**config.mk**
```make
export PLATFORM = sky130hd
export DESIGN_NAME = fetch_unit
export DESIGN_NICKNAME = d
export VERILOG_FILES = /design/src/rtl/fetch_unit.sv
export SDC_FILE = /design/constraint.sdc
export NUM_CORES = 1
export LEC_CHECK = 0
export BUFFER_PORTS_ARGS = -buffer_cell sky130_fd_sc_hd__buf_4
export CORE_MARGIN = 4
export CORE_UTILIZATION = 45
export DETAILED_ROUTE_END_ITERATION = 7
export GPL_TIMING_DRIVEN = 0
export PLACE_DENSITY = 0.65
export SYNTH_ARGS = -nofsm -noshare
export SYNTH_HDL_FRONTEND = slang
export SYNTH_SLANG_ARGS = --single-unit
```
**constraint.sdc**
```tcl
create_clock -name CLK -period 6.3 [get_ports CLK]
set_input_delay 1.26 -clock CLK [delete_from_list [all_inputs] [get_ports CLK]]
set_output_delay 1.26 -clock CLK [all_outputs]
set_load 0.01 [all_outputs]
```
**src/rtl/fetch_unit.sv**
```systemverilog
// rtl/fetch_unit.sv - RV32 fetch stage: PC, imem req/ack handshake, instruction FIFO to decode.
// Optional misaligned-redirect trap enabled by defining FETCH_MISALIGN_CHECK_EN.
module fetch_unit #(
   parameter logic [31:0] RESET_PC   = 32'h0000_0000,
   parameter int          FIFO_DEPTH = 4
) (
   input  logic        CLK,
   input  logic        RST,
   output logic        imem_req,
   output logic [31:0] imem_addr,
   input  logic        imem_ack,
   input  logic [31:0] imem_rdata,
   input  logic        redirect_valid,
   input  logic [31:0] redirect_pc,
   output logic        inst_valid,
   output logic [31:0] inst,
   output logic [31:0] inst_pc,
   input  logic        inst_ready,
   output logic        fetch_fault,
   output logic [31:0] fault_pc
);

   localparam int            PW      = $clog2(FIFO_DEPTH);
   localparam int            CW      = PW + 1;
   localparam logic [CW-1:0] DEPTH_C = CW'(FIFO_DEPTH);

   typedef enum logic [1:0] {
      S_FETCH = 2'd0,
      S_FLUSH = 2'd1
`ifdef FETCH_MISALIGN_CHECK_EN
      , S_FAULT = 2'd2
`endif
   } state_t;

   state_t          r_state;
   state_t          w_state_next;

   logic [31:0]     r_pc;
   logic            r_req;
   logic [31:0]     r_addr;
   logic [31:0]     r_fifo_inst [FIFO_DEPTH];
   logic [31:0]     r_fifo_pc   [FIFO_DEPTH];
   logic [PW-1:0]   r_wr_ptr;
   logic [PW-1:0]   r_rd_ptr;
   logic [CW-1:0]   r_count;

   logic            w_ack;
   logic            w_busy_next;
   logic            w_push;
   logic            w_pop;
   logic            w_issue;
   logic [CW-1:0]   w_count_next;
   logic [31:0]     w_pc_next;
   logic [31:0]     w_redirect_pc;

`ifdef FETCH_MISALIGN_CHECK_EN
   logic            w_misalign;
   logic            r_fault;
   logic [31:0]     r_fault_pc;

   assign w_misalign = redirect_valid && (redirect_pc[1:0] != 2'b00);
`endif

   // An ack with no request outstanding (e.g. one that straddles a reset) is ignored.
   assign w_ack       = imem_ack && r_req;
   assign w_busy_next = r_req && !w_ack;
   assign w_push      = w_ack && (r_state == S_FETCH) && !redirect_valid;
   assign w_pop       = inst_valid && inst_ready && !redirect_valid;

   // Fetch is word-granular, so the low redirect bits never reach the PC.
   assign w_redirect_pc = {redirect_pc[31:2], redirect_pc[1:0] & 2'b00};

   always_ff @(posedge CLK) begin
      if (RST) begin
         r_state <= S_FETCH;
      end else begin
         r_state <= w_state_next;
      end
   end

   always_comb begin
      w_state_next = r_state;
      if (redirect_valid) begin
         if (w_busy_next) begin
            w_state_next = S_FLUSH;
         end else begin
            w_state_next = S_FETCH;
         end
`ifdef FETCH_MISALIGN_CHECK_EN
         if (w_misalign) begin
            w_state_next = S_FAULT;
         end
`endif
      end else if ((r_state == S_FLUSH) && w_ack) begin
         w_state_next = S_FETCH;
      end
   end

   always_comb begin
      w_count_next = r_count;
      w_pc_next    = r_pc;
      if (redirect_valid) begin
         w_count_next = '0;
         w_pc_next    = w_redirect_pc;
      end else begin
         if (w_push) begin
            w_count_next = w_count_next + CW'(1);
            w_pc_next    = r_pc + 32'd4;
         end
         if (w_pop) begin
            w_count_next = w_count_next - CW'(1);
         end
      end
   end

   // A new request is decided on next-cycle state, which also yields back-to-back issue on an ack.
   assign w_issue = !w_busy_next && (w_state_next == S_FETCH) && (w_count_next < DEPTH_C);

   always_ff @(posedge CLK) begin
      if (RST) begin
         r_pc     <= RESET_PC;
         r_req    <= 1'b0;
         r_addr   <= '0;
         r_wr_ptr <= '0;
         r_rd_ptr <= '0;
         r_count  <= '0;
      end else begin
         r_pc    <= w_pc_next;
         r_count <= w_count_next;
         r_req   <= w_busy_next || w_issue;
         if (w_issue) begin
            r_addr <= w_pc_next;
         end
         if (redirect_valid) begin
            r_wr_ptr <= '0;
            r_rd_ptr <= '0;
         end else begin
            if (w_push) begin
               r_wr_ptr <= r_wr_ptr + PW'(1);
            end
            if (w_pop) begin
               r_rd_ptr <= r_rd_ptr + PW'(1);
            end
         end
      end
   end

   always_ff @(posedge CLK) begin
      if (w_push) begin
         r_fifo_inst[r_wr_ptr] <= imem_rdata;
         r_fifo_pc[r_wr_ptr]   <= r_addr;
      end
   end

   assign imem_req   = r_req;
   assign imem_addr  = r_addr;
   assign inst_valid = (r_count != '0);
   assign inst       = inst_valid ? r_fifo_inst[r_rd_ptr] : 32'd0;
   assign inst_pc    = inst_valid ? r_fifo_pc[r_rd_ptr]   : 32'd0;

`ifdef FETCH_MISALIGN_CHECK_EN
   always_ff @(posedge CLK) begin
      if (RST) begin
         r_fault    <= 1'b0;
         r_fault_pc <= '0;
      end else if (redirect_valid) begin
         r_fault <= w_misalign;
         if (w_misalign) begin
            r_fault_pc <= redirect_pc;
         end
      end
   end

   assign fetch_fault = r_fault;
   assign fault_pc    = r_fault_pc;
`else
   assign fetch_fault = 1'b0;
   assign fault_pc    = 32'd0;
`endif

endmodule
```
# Yosys cells after proc, flatten, opt, wreduce, memory -nomap -nowiden

Memory sizes are Yosys's and may differ from the RTL's. A register that Yosys moved wholly into a read port is not among the register bits.
Cells that the tools add are included.

Register bits: 74
Bits in writable memories: 256
Output and inout bits: 131
Memories: 2

Add/sub/neg operators: 5
$lt $le $gt $ge: 1
Eq/ne operators: 1
Mux-type cells: 17
Reductions and logical operators: 17

Memory list:

| memory      | depth | bits a word | rd ports | clocked after memory_dff | write ports | RTL line | RTL |
|---|---|---|---|---|---|---|---|
| r_fifo_inst | 4     | 32          | 1        | 1                        | 1           | 41       | `logic [31:0] r_fifo_inst [FIFO_DEPTH];` |
| r_fifo_pc   | 4     | 32          | 1        | 1                        | 1           | 42       | `logic [31:0] r_fifo_pc [FIFO_DEPTH];` |

Operators by type and width:

| kind                                                | number |
|---|---|
| two-way mux 32 bit                                  | 4 |
| adder 32 x 3 -> 32 bit, second input constant       | 1 |
| two-way mux 2 bit                                   | 6 |
| two-way mux 3 bit                                   | 4 |
| logical AND 1 bit                                   | 9 |
| adder 2 x 1 -> 2 bit, second input constant         | 2 |
| zero test 2 bit                                     | 2 |
| adder 3 x 1 -> 3 bit, second input constant         | 1 |
| zero test 1 bit                                     | 3 |
| less-than comparator 3 bit, second input constant   | 1 |
| two-way mux 1 bit                                   | 3 |
| nonzero test 3 bit                                  | 1 |
| subtractor 3 x 1 -> 3 bit, second input constant    | 1 |
| equality test 2 x 1 -> 1 bit, second input constant | 1 |
| OR reduction 2 bit                                  | 1 |
| logical OR 1 bit                                    | 1 |

# Logic depth before layout (Yosys ltp)

Gate-level depths: netlist (run 1).

Depth in word-level cells: 11
Depth in mapped cells: 13
Gate-level depth less buffers: 10

# Least setup slack after synthesis (run 1)

OpenSTA, ideal clock, no wires.

Path type: input port to flip-flop
From: in redirect_valid
To: reg r_addr[27] (netlist: imem_addr[27])
Arrival time: 3.632 ns
Slack: 2.583 ns
Stages: 11
Path buffers: 1
Cells stage by stage: or2_1 buf_6 nor2_1 mux2i_1 ha_1 nand2_1 mux2i_1 xnor2_2 a221oi_1 nand2_1 o31ai_2

Word-level cells in the longest chain between the ends: 9

RTL lines:

| item                       | RTL line | RTL |
|---|---|---|
| start: declaration         | 13       | `input logic redirect_valid,` |
| zero test 1 bit            | 67, 68   |  |
| logical AND 1 bit          | 67       | `assign w_push = w_ack && (r_state == S_FETCH) && !redirect_valid;` |
| two-way mux 3 bit          | 106      | `if (w_push) begin` |
| two-way mux 3 bit          | 102      | `if (redirect_valid) begin` |
| subtractor 3 x 1 -> 3 bit  | 111      | `w_count_next = w_count_next - CW'(1);` |
| two-way mux 3 bit          | 110      | `if (w_pop) begin` |
| two-way mux 3 bit          | 102      |  |
| less-than comparator 3 bit | 117      | `assign w_issue = !w_busy_next && (w_state_next == S_FETCH) && (w_count_next < DEPTH_C);` |
| logical AND 1 bit          | 117      |  |
| end signal: assignment     | 132      | `r_addr <= w_pc_next;` |
| end: declaration           | 40       | `logic [31:0] r_addr;` |

Several ways; a longest one is shown, not always the timed one. The select of a mux whose other input is x is not followed.
A chain may end at the register's enable or synchronous reset.

==> results summary, run 1 <==
The type of the tightest min-delay check is reg -> reg. The fraction of layout cells with a size suffix above 1 is 0.318. The post-CTS resize count came out at 0.

The required time of the critical path came out at around 5000 ps. The clock sink count is ~330. The instance count after placement with tap cells included came out at ~1400. The cell with the biggest individual delay on the critical path is clkbuf_1.

The cell count after synthesis came out at around 850. The post-DP HPWL is roughly 20000 um. The final RePlAce weighted congestion is 0.864. The placeable core region is 29600 sq um. The run finished with clean final reports. The critical path arrival is between 2000 and 3000 ps. The total power density per cell area is between 200 and 300 nW/um^2. The fraction of met1 tracks used by global routing came out at 0.253. The worst setup slack for register-to-register paths is around 2700 ps. The final worst hold slack came out at 463 ps. The number of buffers inserted by port buffering came out at between 150 and 200.

The count of routing violations after the opening detailed-route iteration came out at 431. The number of synthesized register bits is 332. The largest total area in the synthesized netlist belongs to edfxtp_1. For met2 alone, demand over resource in global routing was 0.285. The most instantiated flip-flop cell in the synthesis netlist is edfxtp_1. The post-route fraction of the period consumed by the critical path came out at 0.651. During I/O placement, the number of pins put on the boundary was 200. The number of non-filler instances in the completed layout is between 1500 and 2000. The first-pass GRT wire length is roughly 46000 um. Setup violations remaining at the end of the flow were counted as 0.

The share of synthesized area in the top cell type comes to 0.571. The critical path is of the reg -> out type. Measured against its own limit, the worst slew margin works out to 0.448. In this run the remaining antenna-violating nets after routing total 0.

The transition time of the tightest slew-check pin is approximately 830 ps. In this run the critical register-to-register path is launched from r_state[0]$_SDFF_PP0_. The final layout contains around 1200 nets. The hold path startpoint is r_pc[1]$_SDFF_PP0_. Ranked by total cell area, the synthesized netlist is headed by edfxtp_1 (57%), dfxtp_1 (11%), mux4_2 (11%). The clock transition at the registers of the reported paths came out at about 50 ps. The number of rows created at floorplan came out at 63.

The detailed-route vias per instance came out at between 5 and 6. The filler cell count in the final layout is between 2000 and 2500. The max-slew violation count is 0. After clock tree synthesis, the setup repair step added 0 buffers. The worst setup path is captured at a primary output.

The overall die width is 181 um. In this run the clock root is driven by a clkbuf_16. The max capacitance violation total is 0.

The first detailed-routing pass took 5 iterations. The residual DRC count is 0. Traced cell by cell, the critical path runs through clkbuf_1, buf_2, mux4_2, and2_1, buf_4.

The initial cell density of the core came out at 0.455. The final total negative setup slack is 0 ps. Setup repair after global routing left no endpoint under its margin. The area growth from synthesis to layout is 23.1%. The worst path in the final design needs a cycle of just over 4000 ps, including I/O delays and setup. The die is between 150 and 200 um tall. Hold repair after CTS inserted 0 buffers. The cell with the most instances after synthesis is edfxtp_1. The leakage power is around 6.0 nW.

The level count of the clock H-tree is 2. The die area is ~33000 sq um. The average wire per standard cell is 19.7 um. The largest net degree at the start of global routing came out at 47. The maximum net fanout on the critical path is 10. The global router's overall resource usage came out at 0.178.

The insertion delay to the later sink of the worst-skew pair is slightly above 500 ps. The via count of the first global-routing pass was ~7900. The maximum resistive drop on vdd is about 0.20 mV. The peak-usage layer in the global routing report is met2. The number of clock buffers inserted by TritonCTS came out at 36. The initial antenna violation count is 0. The clock passes through at most 3 buffers. The delay contributed by the slowest stage of the critical path is between 600 and 700 ps. Clock skew on the completed layout was measured at ~12 ps.

The average cell area after synthesis is about 16 sq um. The count of flip-flops with a built-in enable after synthesis is roughly 260. The hold violation total from the final report is 0. Static timing analysis puts the maximum clock frequency at 244 MHz. After detailed routing, the total wire length is ~30000 um. STA classifies the critical path startpoint as a register. For this run, asynchronously set or reset flops after synthesis account for 0. The routed via count is 7792. The sequential-to-total area share from yosys stat is 0.684. The number of different library cells in the post-synthesis netlist came out at 62. TritonCTS built the clock tree. The final antenna diode count is 0. In the synthesized netlist, the cells that appear most often are edfxtp_1 (256), and2_1 (76), dfxtp_1 (76).

The total standard cell area after synthesis came out at about 13000 sq um. In the global route stage, met3 resource usage came out at 0.0340. The Yosys step of the flow raised 0 warnings. The overall overflow remaining after global route is 0.
==> layout by cell type (no fill, tap or decap), drive strengths merged, types with 7 or more instances in the layout <==
cell type / count
a21oi: 18
and2: 76
and3: 10
buf: 217
clkbuf: 75
clkinv: 8
conb: 33
dfxtp: 76
edfxtp: 256
ha: 8
inv: 10
mux2i: 7
mux4: 64
nand2: 59
nand2b: 9
nand3: 17
nand4: 7
nor2: 37
nor3: 19
nor4: 9
o21ai: 8
xnor2: 10
xor2: 18
==> flip-flops by register name, indices dropped and copies added, names as in the netlist, named ones only <==
register     flops
r_fifo_pc      128
r_count          3
r_wr_ptr         2
r_pc            32
r_state          2
imem_req         1
r_rd_ptr         2
r_fifo_inst    128
imem_addr       32
==> where the power goes <==
part	leakage [nW]	switching (mW)	internal [mW]
registers	2.93	0.0483	2.41
logic	2.48	0.160	0.143
clock network	0.554	0.783	1.25
==> kinds of logic (layout without fill, tap and decap cells) <==
group	after synthesis	in the layout	share of synthesized area
simple gates	258	258	0.105
buf+inv	88	315	0.0363
xor+xnor	28	28	0.0188
fa+ha+maj	8	8	0.00744
compound gates	65	65	0.0345
mux	72	72	0.113
flops	332	332	0.684
other cells	1	33	0.000279
==> path summary, 6_finish.rpt <==
check,depth (start not counted),end
hold / removal,1,r_pc[1]$_SDFF_PP0_
setup reg to reg,12,imem_addr[22]$_SDFFE_PP0P_
hold reg to reg,1,r_pc[1]$_SDFF_PP0_
setup / recovery,5,inst_pc[11]
==> layout make-up <==
type	instances	area, sq um	area share
timing repair buffer	168	1340	0.0808
clock inverter	12	158	0.00952
buffer	77	447	0.0270
multi-input combinational	464	3900	0.235
inverter	11	41.3	0.00249
clock buffer	47	983	0.0594
sequential	332	9210	0.556
tap	390	488	0.0295
==> routing by layer <==
layer  up-vias  part of all wire
li1       3623                 -
met1      3854              0.43
met2       266              0.48
met3        49             0.065
met4         0             0.023
met5         -                 0
==> worst max-delay path: cells and delay by family, from the launching register on <==
family                 cells  cell delay, ps
muxes                      1             620
buffers and inverters      3            1230
DFF                        1             300
and+or+nand+nor            1             190
==> stage by stage <==
stage / cell area [sq um] / util / total power [mW] / setup WS, ps
global placement: 15300 / 0.517 / 2.81 / 1070
finish: 16600 / 0.560 / 4.80 / 2200
global route: 16600 / 0.560 / 4.98 / 1970
detailed placement: 15400 / 0.522 / 2.81 / 1530
CTS: 16600 / 0.560 / 4.86 / 2000
floorplan: 13600 / - / 2.66 / 2580
Power figures use the tool's default switching activity.
==> run 2, diff against run 1 <==
- ABC_AREA: default -> 1
- PLACE_DENSITY: 0.65 -> 0.68
- clock period: 6.3 -> 3.4 ns (I/O delays scaled with it)
==> run 2 against run 1 <==
Clock skew is 3.6 ps lower. Design area increased by 3.7%. Critical path depth up 1. Highest routed layer unchanged.
==> results summary, run 2 <==
The first-pass detailed-route iteration total came out at 5. By area the synthesized netlist is led by edfxtp_1 (55%), dfxtp_1 (11%), nor2_1 (8.4%). The tree is rooted in a clkbuf_16. Dividing total power by cell area gives a power density of approximately 550 nW/um^2. The initial antenna violation count is 0. In the routed design, unresolved DRC markers number 0.

The routed length on met1 came out at 15100 um. The largest registers in the layout are r_fifo_inst (128), r_fifo_pc (128). The hold-fix buffer count after cts is 0. The post-DP HPWL is between 20000 and 25000 um. The average cell area after synthesis is 10.2 sq um. Setup repair after global routing left no endpoint under its margin. The cell with the most instances after synthesis is nor2_1.

The slack of the critical path is between 200 and 250 ps. The number of placed I/O pins is 200. The worst-case headroom to the max-slew limit is 0.433. The detail route stage leaves a number of antenna-violating nets equal to 0.

After detailed routing, the total wire length is between 30000 and 40000 um. The cell count after synthesis is about 1400. The initial cell density of the core is 0.455. The launching element type of the critical path is a register. The highest signal layer in the routed design is met4. From bottom edge to top edge, the die measures ~180 um. TritonCTS built the clock tree. At the later pin of the worst-skew pair, clock insertion delay measures ~500 ps. The core utilization of the finished layout came out at 0.563. In the detailed route, the total length drawn on met3 is between 2000 and 3000 um. The largest net degree at the start of global routing is 31. Dividing the final minimum period by the clock period gives 0.927. The number of buffers inserted by port buffering is approximately 160. The total overflow left after global routing is 0. The worst setup path is of the reg -> out kind. The routed wire length on met2 is 17000 um.

The number of different library cells in the post-synthesis netlist is 35. The hold violation total from the final report is 0. The post-place setup slack came out at about 56 ps. For this design, the sink count on the clock tree is around 330.

The number of antenna diodes in the final layout is 0. The critical path arrival came out at 2470 ps. The final-report setup violation count came out at 0.

Max-cap violations in this run came to 0. After the last flow step, the layout net total stands at roughly 1700. The count of synthesis-stage warnings from yosys came out at 0. The number of synthesized register bits is 332.

The floorplan has 64 rows. The count of flip-flops with a built-in enable after synthesis came out at roughly 260. The transition time of the tightest slew-check pin is between 800 and 900 ps. The required time of the critical path is between 2000 and 3000 ps. The detailed-route vias per instance came out at roughly 5. The die covers about 34000 sq um.

In the synthesized netlist the dominant register cell turns out to be edfxtp_1. The overall die width is 184 um. For this run, the register share of the synthesized area comes to 0.664. The first-pass GRT wire length came out at between 50000 and 60000 um. The library cell used most frequently in the layout, excluding fill and tap cells, is nor2_1.

The maximum net fanout on the critical path is 10. The leakage power is roughly 6.8 nW. The congestion estimate from routability-driven global placement came to around 0.91. Dividing the detail-routed wire length by the instance count gives 17.5 um. The global router's overall resource usage is 0.204. Across the routed clock network, the largest skew measured is around 8.5 ps. The via count of the first global-routing pass came to 9793. The placeable core region came out at approximately 31000 sq um. The maximum buffer depth of the clock tree is 3. The max-slew violation count is 0. The synthesis-to-layout area growth came out at 23.7%. The top cell type's share of synthesized area came out at 0.554. The level count of the clock H-tree came out at 2. Sorting the synthesized cells by how often they occur yields nor2_1 (312), edfxtp_1 (256), nand2_1 (213). The run finished with clean final reports.

STA classifies the critical path endpoint as a primary output. Of all flip-flops after synthesis, the portion carrying an async set or reset was 0. In the final layout, the share of cells above drive strength 1 is 0.183. The total standard cell area after synthesis is 13900 sq um.

In the layout the commonest cells are nor2_1 (308), edfxtp_1 (256), nand2_1 (213). For this block, the initial DRC count from the detailed router was 818. The minimum period implied by the final worst setup slack came out at approximately 3200 ps.

The maximum frequency from static timing analysis is about 320 MHz. The number of clock buffers inserted by TritonCTS is 35. Setup total negative slack on the finished layout was measured at 0 ps. In this run the worst hold path is classified as in -> reg. The detailed router placed around 10000 vias in this run. The clock transition at the registers of the reported paths is 60 ps.

The cell taking the most area after synthesis is edfxtp_1. The maximum resistive drop on vdd is approximately 0.36 mV.
[run 2: changes by cell type after synthesis, moves of 10 or more]
cell	before	now
and3_1	10	0
mux4_2	64	0
o21ai_0	8	142
a21oi_1	17	88
nor2_1	36	312
buf_1	1	19
clkbuf_1	28	38
buf_2	12	2
xor2_1	18	6
nand3_1	16	47
inv_1	10	58
and2_1	76	7
nand2_1	59	213
[run 2: final timing paths]
path	from	end	slack [ps]	depth (start not counted)
max reg2reg	imem_req$_SDFF_PP0_	imem_addr[3]$_SDFFE_PP0P_	450	18
min	imem_rdata[3]	r_fifo_inst[2][3]$_DFFE_PP_	370	1
min reg2reg	r_pc[1]$_SDFF_PP0_	r_pc[1]$_SDFF_PP0_	450	2
max	register	inst_pc[0]	250	6
[run 2: power breakdown]
group / switching [mW] / internal [mW]
combinational: 0.475 / 0.330
clock: 1.51 / 2.57
sequential: 0.126 / 4.50
total: 2.11 / 7.41
[run 2: metal layers]
layer	global-route usage	vias to the layer above
met3	0.0324	53
met1	0.274	4842
met5	0	-
met2	0.348	371
met4	0.0507	0
li1	-	5030
[run 2: logic make-up after synthesis]
| group | count (synthesis) | synth area share |
|---|---|---|
| AOI/OAI and AO/OA | 243 | 0.0898 |
| xor gates and xnor gates | 9 | 0.00568 |
| adders and majority gates | 8 | 0.00721 |
| buffers and inverters | 160 | 0.0540 |
| DFF | 332 | 0.664 |
| other | 1 | 0.000270 |
| and+or+nand+nor | 610 | 0.179 |
[run 2: cell type report]
type / instances / area [sq um]
Fill cell: 2606 / 13300
Sequential cell: 332 / 9210
Multi-Input combinational cell: 903 / 4070
Timing Repair Buffer: 172 / 1400
Clock buffer: 45 / 986
Buffer: 96 / 515
Tap cell: 396 / 495
Clock inverter: 17 / 256
Inverter: 64 / 240
[run 2: worst max-delay path, stage by stage (launching register included)]
cell and delay, ps:
dfxtp_1 310, inv_1 60, clkbuf_1 450, clkbuf_1 510
o21ai_0 200, a21oi_1 270, buf_4 170
[run 2: repair_timing]
item	4_1_cts	5_1_grt
setup endpoints to repair	0	28
gates resized for setup	0	7
buffers inserted	0	0
[run 2: stage by stage]
stage | hold slack (ps) | cell area [sq um] | std cells | total power, mW
after floorplan | 409 | 14000 | 1395 | 5.08
after global placement | 420 | 15700 | 1955 | 5.50
after detailed placement | 430 | 15900 | 1963 | 5.52
after CTS | 355 | 17200 | 2025 | 9.57
after global routing | 359 | 17200 | 2025 | 9.84
final | 375 | 17200 | 2025 | 9.52
==> run 3, diff against run 2 <==
- clock period: 3.4 -> 2.71 ns (I/O delays scaled with it)
==> run 3 against run 2 <==
Combinational power grew 27%. Non-clock buffer count did not move. Clock power rose by 19%. Sequential power increased by 25%. Count of clock-buffer cells in the layout rose by 2. Via count decreased by 1.4%. Power increased by 23%. First-iteration DRC count shrank 8.4%. Global-route usage is 0.26 points lower. Flip-flop and latch count did not move. Die area unchanged. Cell count hardly changed. Critical endpoint is now inst_pc[8].
==> results summary, run 3 (synthesis gave the netlist of run 2 again) <==
The run finished with clean final reports. The largest registers in the layout are r_fifo_inst (128), r_fifo_pc (128). The overall overflow remaining after global route is 0. From synthesis to final layout, the design area changed by 24.1%.

The number of placed I/O pins came out at 200. The number of non-filler instances in the completed layout came out at about 2000. The number of antenna diodes in the final layout is 0. STA classifies the critical path startpoint as a register. The average wire per standard cell came out at between 15 and 20 um. In the layout the commonest cells are nor2_1 (308), edfxtp_1 (256), nand2_1 (213). The final total negative setup slack is 0 ps. The startpoint identified for the worst hold timing path is imem_rdata[27]. The aggregate routed wire length came out at roughly 35000 um. The first-pass GRT wire length came out at 52900 um. The routed via count is between 10000 and 15000.

In the finished design, the share of the clock period the worst path needs comes to 0.969. The post-DP HPWL is 24400 um. The initial antenna violation count came out at 0.

The floorplan step set the die width to 184 um. The worst reg2reg path depth came out at 17. The count of buffers added by post-CTS timing repair for setup is 0. The min-delay analysis places its worst path in the category in -> reg. The critical path starts at r_count[0]$_SDFF_PP0_. The detailed-route vias per instance came out at between 5 and 6. The number of nets in the layout is 1682. The post-place setup slack is -431 ps. The count of routing violations after the opening detailed-route iteration came out at 749. The initial cell density of the core came out at 0.455. The max-slew violation count is 0.

The maximum resistive drop on vdd came out at slightly above 0.4 mV. TritonCTS built the clock tree. The tree built by TritonCTS fans out to ~330 sinks. The maximum frequency from static timing analysis is between 300 and 400 MHz.

The kind of end point of the critical path is a primary output. Max-cap violations in this run came to 0. The number of rows created at floorplan is 64. The instance count after placement with tap cells included is 1963.

The hold violation total from the final report came to 0. Along the worst path, the maximum fanout reaches 10. The residual DRC count is 0. The number of buffers inserted by port buffering is 164. The critical path arrival is 2080 ps. The transition time of the tightest slew-check pin came out at approximately 800 ps.

The worst reg2reg path startpoint is r_state[1]$_SDFF_PP0_. Across the routed clock network, the largest skew measured is between 10 and 15 ps. Of the cells placed in the final design, the portion with a size suffix greater than 1 is 0.211.

The largest individual stage delay along the critical path comes from the cell dfxtp_1. The via count of the first global-routing pass came to 9786. The required time of the critical path came out at between 2000 and 2500 ps.

The die area is approximately 34000 sq um. The die height is 184 um. The final-report setup violation count came out at 0. The slack of the critical path is approximately 84 ps.

The level count of the clock H-tree is 2. Headroom to the max-slew limit came out at 0.464. The first-pass detailed-route iteration total is 6. The insertion delay to the later sink of the worst-skew pair is 510 ps. The root buffer selected by CTS is clkbuf_16. The minimum period implied by the final worst setup slack is ~2600 ps.

The library cell used most frequently in the layout, excluding fill and tap cells, is nor2_1. Setup repair after global routing left no endpoint under its margin. The clock transition at the registers of the reported paths came out at ~60 ps.

The global router's overall resource usage came out at 0.201. The critical path is of the reg -> out type. The final RePlAce weighted congestion is 0.921. On the worst path, the slowest cell contributes a delay of 380 ps. The floorplan step defined a core boundary enclosing about 30000 sq um. Entering global routing, the biggest net connects 28 pins.

The number of nets still failing antenna checks after routing came out at 0. The number of clock buffers inserted by TritonCTS came out at 36. Traced cell by cell, the critical path runs through inv_1, ha_1, nand2_2, inv_2, clkbuf_2, a21oi_1, buf_4. Counting along the longest clock path gives a buffer depth of 3.

The total power density per cell area is about 680 nW/um^2. Along the worst hold path, the cell count comes to 1. The leakage power came out at between 6 and 7 nW.
## run 3: worst paths after layout
kind | to | slack, ps
worst max-delay path | inst_pc[8] | 80
worst min-delay path | r_fifo_inst[1][27]$_DFFE_PP_ | 230
worst max register to register | imem_addr[4]$_SDFFE_PP0P_ | 210
worst min register to register | r_pc[0]$_SDFF_PP0_ | 440
## run 3: stage by stage
stage	area, sq um	utilization	total power, mW	hold slack (ps)
2_1_floorplan	14000	-	6.37	409
3_3_place_gp	15700	0.516	6.89	422
3_5_place_dp	15900	0.522	6.92	425
4_1_cts	17200	0.562	11.8	214
5_1_grt	17200	0.564	12.1	217
6_report	17200	0.564	11.7	232
## run 3: worst max-delay path: cells and delay by family (launching register included)
family	cells	cell delay, ps
compound gates	1	250
simple gates	1	140
fa+ha+maj	1	210
buf+inv	4	600
flops	1	380
## run 3: layout make-up
type	count	area [sq um]
multi-input cells	903	4120
fillers	2588	13300
clock inverters	17	205
inverters	64	240
clock buffers	47	973
flip-flops and latches	332	9210
repair buffers	172	1400
well taps	396	495
plain buffers	96	579
## run 3: where the power goes
group	switching, mW	total, mW	leakage, nW	internal [mW]
logic	0.596	1.02	3.30	0.424
registers	0.160	5.81	2.99	5.65
clock network	1.88	4.88	0.574	3.00
total	2.63	11.7	6.86	9.07
## run 3: repair_timing
item | CTS | global route
pin swaps | 0 | 0
gates resized for setup | 38 | 38
endpoints found under the hold margin | 0 | 0
endpoints found under the setup margin | 93 | 69
hold buffers | 0 | 0
## run 3: metal layers
layer  wire length, um  vias to the layer above  track usage
met5                 0                        -            0
met4               692                        0       0.0501
met3              2830                       51       0.0309
met2             17100                      403        0.345
met1             14400                     4678        0.270
li1                  -                     5022            -
